$ cat config.mk
export PLATFORM = sky130hd
export DESIGN_NAME = data_mem_arbiter
export DESIGN_NICKNAME = d
export VERILOG_FILES = /design/src/rtl/data_mem_arbiter.sv
export SDC_FILE = /design/constraint.sdc
export NUM_CORES = 1
export LEC_CHECK = 0
export ABC_AREA = 0
export ABC_CLOCK_PERIOD_IN_PS = 1400
export CAP_MARGIN = 20
export CORE_AREA = 2 2 119 121
export CTS_CLUSTER_DIAMETER = 80
export CTS_CLUSTER_SIZE = 12
export DETAILED_ROUTE_END_ITERATION = 8
export DIE_AREA = 0 0 121 123
export GPL_ROUTABILITY_DRIVEN = 0
export PLACE_DENSITY = 0.74
export SYNTH_ARGS = -nofsm -noshare
export SYNTH_HDL_FRONTEND = slang
export SYNTH_SLANG_ARGS = --single-unit
$ cat constraint.sdc
create_clock -name clk -period 1.4 [get_ports clk]
set_clock_uncertainty 0.15 [all_clocks]
set_input_delay 0.21 -clock clk [delete_from_list [all_inputs] [get_ports clk]]
set_output_delay 0.21 -clock clk [all_outputs]
set_load 0.02 [all_outputs]
$ cat src/rtl/data_mem_arbiter.sv
// Round-robin arbiter sharing one single-port data_mem between a CPU port (0) and a
// debug/DMA port (1); one transaction at a time, out-of-range addresses trapped.
module data_mem_arbiter #(
  parameter int ADDRESS_WIDTH = 32,
  parameter int DATA_WIDTH    = 32,
  parameter int MEM_DEPTH     = 32
) (
  input  logic                     clk,
  input  logic                     rst,
  input  logic                     req0,
  input  logic                     req1,
  input  logic                     we0,
  input  logic                     we1,
  input  logic [ADDRESS_WIDTH-1:0] addr0,
  input  logic [ADDRESS_WIDTH-1:0] addr1,
  input  logic [DATA_WIDTH-1:0]    wdata0,
  input  logic [DATA_WIDTH-1:0]    wdata1,
  output logic                     ack0,
  output logic                     ack1,
  output logic [DATA_WIDTH-1:0]    rdata,
  output logic                     err,
  output logic                     mem_we,
  output logic [ADDRESS_WIDTH-1:0] mem_a,
  output logic [DATA_WIDTH-1:0]    mem_wd,
  input  logic [DATA_WIDTH-1:0]    mem_rd,
  output logic [1:0]               dbg_state
);

  typedef enum logic [1:0] {
    IDLE   = 2'd0,
    ACCESS = 2'd1,
    DONE   = 2'd2
  } state_t;

  localparam logic [ADDRESS_WIDTH-1:0] DEPTH_A = ADDRESS_WIDTH'(MEM_DEPTH);

  // Handshake: a port holds reqN with stable weN/addrN/wdataN until ackN; the
  // one-cycle ackN pulse marks rdata/err valid, and reqN must drop or change at
  // the edge that ends the ack cycle.
  state_t                   state_q, state_d;
  logic                     owner_q, owner_d;
  logic                     last_gnt_q, last_gnt_d;
  logic                     we_q, we_d;
  logic [ADDRESS_WIDTH-1:0] addr_q, addr_d;
  logic [DATA_WIDTH-1:0]    wdata_q, wdata_d;
  logic                     oor_q, oor_d;
  logic [DATA_WIDTH-1:0]    rdata_q, rdata_d;
  logic                     err_q, err_d;
  logic                     ack0_q, ack0_d;
  logic                     ack1_q, ack1_d;

  logic                     gnt_port;
  logic [ADDRESS_WIDTH-1:0] sel_addr;

  // On a tie the port that did not win last time is served.
  assign gnt_port = (req0 && req1) ? ~last_gnt_q : req1;
  assign sel_addr = gnt_port ? addr1 : addr0;

  always_comb begin
    state_d    = state_q;
    owner_d    = owner_q;
    last_gnt_d = last_gnt_q;
    we_d       = we_q;
    addr_d     = addr_q;
    wdata_d    = wdata_q;
    oor_d      = oor_q;
    rdata_d    = rdata_q;
    err_d      = err_q;
    ack0_d     = 1'b0;
    ack1_d     = 1'b0;
    case (state_q)
      IDLE: begin
        if (req0 || req1) begin
          owner_d    = gnt_port;
          last_gnt_d = gnt_port;
          we_d       = gnt_port ? we1 : we0;
          addr_d     = sel_addr;
          wdata_d    = gnt_port ? wdata1 : wdata0;
          oor_d      = (sel_addr >= DEPTH_A);
          state_d    = ACCESS;
        end
      end
      ACCESS: begin
        rdata_d = oor_q ? '0 : mem_rd;
        err_d   = oor_q;
        ack0_d  = ~owner_q;
        ack1_d  = owner_q;
        state_d = DONE;
      end
      DONE:    state_d = IDLE;
      default: state_d = IDLE;
    endcase
  end

  always_ff @(posedge clk) begin
    if (rst) begin
      state_q    <= IDLE;
      owner_q    <= 1'b0;
      last_gnt_q <= 1'b1;
      we_q       <= 1'b0;
      addr_q     <= '0;
      wdata_q    <= '0;
      oor_q      <= 1'b0;
      rdata_q    <= '0;
      err_q      <= 1'b0;
      ack0_q     <= 1'b0;
      ack1_q     <= 1'b0;
    end else begin
      state_q    <= state_d;
      owner_q    <= owner_d;
      last_gnt_q <= last_gnt_d;
      we_q       <= we_d;
      addr_q     <= addr_d;
      wdata_q    <= wdata_d;
      oor_q      <= oor_d;
      rdata_q    <= rdata_d;
      err_q      <= err_d;
      ack0_q     <= ack0_d;
      ack1_q     <= ack1_d;
    end
  end

  // rst gates the strobe directly so a reset landing in ACCESS never commits a write.
  assign mem_we    = (state_q == ACCESS) && we_q && !oor_q && !rst;
  assign mem_a     = addr_q;
  assign mem_wd    = wdata_q;
  assign ack0      = ack0_q;
  assign ack1      = ack1_q;
  assign rdata     = rdata_q;
  assign err       = err_q;
  assign dbg_state = state_q;

endmodule

**Yosys cells after proc, flatten, opt, wreduce, memory -nomap -nowiden**

Index checks and enable logic that the tools add are counted.

- Flip-flop bits (word level): 105
- Bits of input ports: 166
- Output and inout port bits: 102
- Logic and storage cells: 34

- Order comparisons: 1
- Equality and inequality tests: 2
- Multiplexer cells: 7
- Bitwise gates (word level): 3
- Reductions and logical operators: 10

Operators with widths:

| operator | count |
|---|---|
| $mux 32 | 3 |
| $ge 32x6->1 const B | 1 |
| $logic_and 1x1->1 | 4 |
| $pmux 2 s2 | 1 |
| $not 1->1 | 3 |
| $eq 2x1->1 const B | 1 |
| $logic_not 1->1 | 2 |
| $logic_not 2->1 | 1 |
| $mux 1 | 2 |
| $mux 2 | 1 |
| $ne 2x2->1 const B | 1 |
| $reduce_and 2->1 | 1 |
| $reduce_or 2->1 | 1 |
| $logic_or 1x1->1 | 1 |

**Logic depth before layout (Yosys ltp)**

- Word-level depth: 4
- Mapped depth: 6
- Gate-level depth less buffers: 4

**Worst setup path after synthesis**

OpenSTA, ideal clock, no wires.

- Path kind: register to output
- From: register state_q[1], in the netlist dbg_state[1]
- To: output mem_we
- Arrival time: 1.569 ns
- Required time: 1.040 ns
- Slack: -0.529 ns
- Stages on the path, launching flop included: 5
- Buffers on the path: 2
- Cells stage by stage: dfxtp_1 > nand2b_1 > clkbuf_1 > buf_2 > nor4b_1

- Longest elaborated chain between the ends: 4

Ends and longest elaborated chain:

| item | line | source |
|---|---|---|
| from (decl) | 40 | `state_t state_q, state_d;` |
| from (signal assigned) | 109 | `state_q <= state_d;` |
| $eq 2x1->1 | 124 | `assign mem_we = (state_q == ACCESS) && we_q && !oor_q && !rst;` |
| $logic_and 1x1->1 (3 in series) | 124 |  |
| to (decl) | 22 | `output logic mem_we,` |

No other way between the ends.

**Final worst setup path**

- From: register state_q[1], in the netlist dbg_state[1]
- To: register addr_q[8], in the netlist mem_a[8]

- Longest elaborated chain between the ends: 2

Ends and longest elaborated chain:

| item | line | source |
|---|---|---|
| $logic_not 2->1 | 71 | `case (state_q)` |
| $reduce_and 2->1 (no line) | -- |  |
| to (signal assigned) | 113 | `addr_q <= addr_d;` |
| to (decl) | 44 | `logic [ADDRESS_WIDTH-1:0] addr_q, addr_d;` |

No other way between the ends.
A chain may end at the register's enable or synchronous reset.

==> results.toml <==
[status]
status = "finished, violations left"
violations = "negative setup slack"

[clock_tree]
cts_buffers = 9
htree_levels = 3
clockBufferDepth = 2
tritoncts = "built"
root_buffer = "clkbuf_16"
cts_sinks = 105
cts.clk_slew.worst_paths_ns = 0.07
clk_latency_ns = 0.35

[setup_path]
arrival_ns = 1.70
cp_max_fo = 7
r2r_cells = 8
worstSetupEndpointType = "register"
crit_type = "reg2reg"
cp_data_required_time_ns = 1.46
critPathLaunchType = "register"

[final_layout]
fillers = 1099
num_antenna_cells = 0
final_common_cell = "clkdlybuf4s50_1"
final_cell_mix = "162 x clkdlybuf4s50_1, 102 x dfxtp_1, 94 x nor2_1"
drive_gt1_share_pct = 28.9
fin_util_pct = 64.7
syn2layout_area_growth_pct = 93.0
num-nets-final = 961

[placed_design]
io_buffers = 267
dp_hpwl_mm = 11.2

[synth]
postSynthNetCount = 651
async_flop_share_pct = 0
seq_area_frac_synth_pct = 46.1
ys_seq_elements = 105
synth_edf_count = 0
ys.flop_type = "dfxtp_1"
syn_inst = 485
synth.avg_cell_area_sq_um = 9.41
ys_warn_count = 0
synth.distinct_cells = 31
synth_area_sq_um = 4560

[global_routing]
gr-total-overflow = 0
grt_pass1_wl_mm = 27.8
grt_pass1_vias = 5220
grt_use_total_pct = 24.1
grt_max_degree = 95
antenna_found_initial = 0

[timing]
fmaxAchievable_mhz = 611
setup_viol = 69
tightest_slew_ns = 0.480
maxSlewHeadroom_pct = 68.0
final.min_clock_period_ns = 1.64
rsz0062_at_grt = "yes"
period_share_pct = 117
setup_ws_ns = -0.236
finalHoldViolations = 0
slew_viol_final = 0

[power]
switchingPower_mw = 2.84
power.leakage_nw = 3.51
combPwrFrac_pct = 35.1
pwr_density_cell_nw_per_um2 = 1020
switching_share_pct = 31.5
finalPower_mw = 9.01
ir_worst_vdd_mv = 0.518
clock_power_share_pct = 26.7
internal_power_mw = 6.17
power_frac_seq_pct = 38.1

[run]
maxCapViolCount = 0

[route]
drc_errors = 0
vias_per_cell = 5.12
drtAntennaViolNets = 0
wl_per_cell_microns = 18.8
drtIter0Drc = 192
drt_pass1_iterations = 4
wl_mm = 18.4
via_count = 5018

[die]
io_pins = 268
die_h_microns = 123
core-area_sq_um = 13600
die_area_sq_um = 14900
initial_core_util_pct = 33.5
rows = 43
die_w_microns = 121

[min_path]
min_path_cells = 3
hold_path_class = "in2reg"
==> cells in the mapped netlist (2+ instances only) <==
| library cell | number | area share [%] |
|---|---|---|
| dfxtp_1 | 105 | 46 |
| nor2_1 | 104 | 8.6 |
| mux2i_1 | 65 | 14 |
| a211oi_1 | 55 | 9.1 |
| a21oi_1 | 32 | 3.5 |
| nor3b_1 | 32 | 5.3 |
| clkbuf_1 | 19 | 1.6 |
| buf_2 | 15 | 1.6 |
| nor4_1 | 12 | 1.6 |
| a211oi_2 | 10 | 2.7 |
| buf_6 | 6 | 1.5 |
| buf_1 | 3 | 0.25 |
| buf_4 | 3 | 0.49 |
| nand3_1 | 3 | 0.33 |
| o21ai_0 | 3 | 0.33 |
| nand2_1 | 2 | 0.16 |
| nor3_1 | 2 | 0.22 |
==> worst max-delay path, stage by stage (launching register included) <==
cell      delay [ns]
dfxtp_4         0.35
buf_6           0.11
nor2_4          0.14
o21a_4          0.20
buf_6           0.12
buf_8           0.10
buf_12          0.12
buf_16          0.13
a211oi_1        0.07
==> routing by layer <==
layer / vias up / track usage (%) / wire (microns)
li1: 2370 / - / -
met1: 2420 / 26.1 / 6950
met2: 184 / 45.2 / 9760
met3: 44 / 4.80 / 1030
met4: 0 / 10.9 / 644
met5: - / 0 / 0
==> registers in the layout, indices dropped and copies added (netlist names) <==
signal      count
mem_a          32
mem_wd         32
rdata          32
dbg_state       2
ack0            1
ack1            1
err             1
last_gnt_q      1
oor_q           1
owner_q         1
we_q            1
==> cell families after synthesis <==
logic type / Yosys count / share of synthesized area (%)
simple gates: 162 / 17.2
flops: 105 / 46.1
compound gates: 106 / 16.8
mux: 66 / 14.5
buf+inv: 46 / 5.43
==> stage by stage <==
stage	worst slack, ns	instances	hold slack (ns)	setup TNS [ns]	cell area [sq um]
6_report	-0.236	980	0.152	-11.00	8800
5_1_grt	-0.298	980	0.154	-16.53	8800
4_1_cts	-0.225	986	0.120	-13.54	8960
3_5_place_dp	-0.568	924	0.315	-38.70	7620
3_3_place_gp	-0.551	924	0.302	-34.68	7620
2_1_floorplan	-0.0837	485	0.249	-1.37	4630
==> path summary, 6_finish.rpt <==
check | startpoint | end | slack (ns)
setup / recovery | dbg_state[1]$_SDFFE_PP0P_ | mem_a[8]$_SDFFE_PP0P_ | -0.24
hold / removal | rst | mem_wd[8]$_SDFFE_PP0P_ | 0.15
setup reg to reg | dbg_state[1]$_SDFFE_PP0P_ | mem_a[8]$_SDFFE_PP0P_ | -0.24
hold reg to reg | rdata[15]$_SDFFE_PP0N_ | rdata[15]$_SDFFE_PP0N_ | 0.34
==> power groups by stage <==
stage | logic (mW) | clock network [mW] | registers (mW)
floorplan | 0.905 | 0 | 3.81
global placement | 2.45 | 0 | 3.48
detailed placement | 2.50 | 0 | 3.49
CTS | 3.22 | 2.47 | 3.42
global route | 3.35 | 2.61 | 3.47
finish | 3.17 | 2.41 | 3.44
==> what timing repair did <==
item / CTS / global route
gates cloned: 24 / 0
gates resized for setup: 234 / 155
pin swaps: 46 / 26
hold endpoints to repair: 0 / 0
setup buffers: 22 / 3
hold buffers: 0 / 0
setup endpoints to repair: 205 / 185
==> cell type report <==
class / instances / area, sq um / area share, %
Timing Repair Buffer: 344 / 3600 / 40.9
Clock inverter: 7 / 57.6 / 0.654
Tap cell: 180 / 225 / 2.56
Multi-Input combinational cell: 335 / 2580 / 29.4
Sequential cell: 105 / 2110 / 24.0
Clock buffer: 9 / 225 / 2.56
Power figures use the tool's default switching activity.
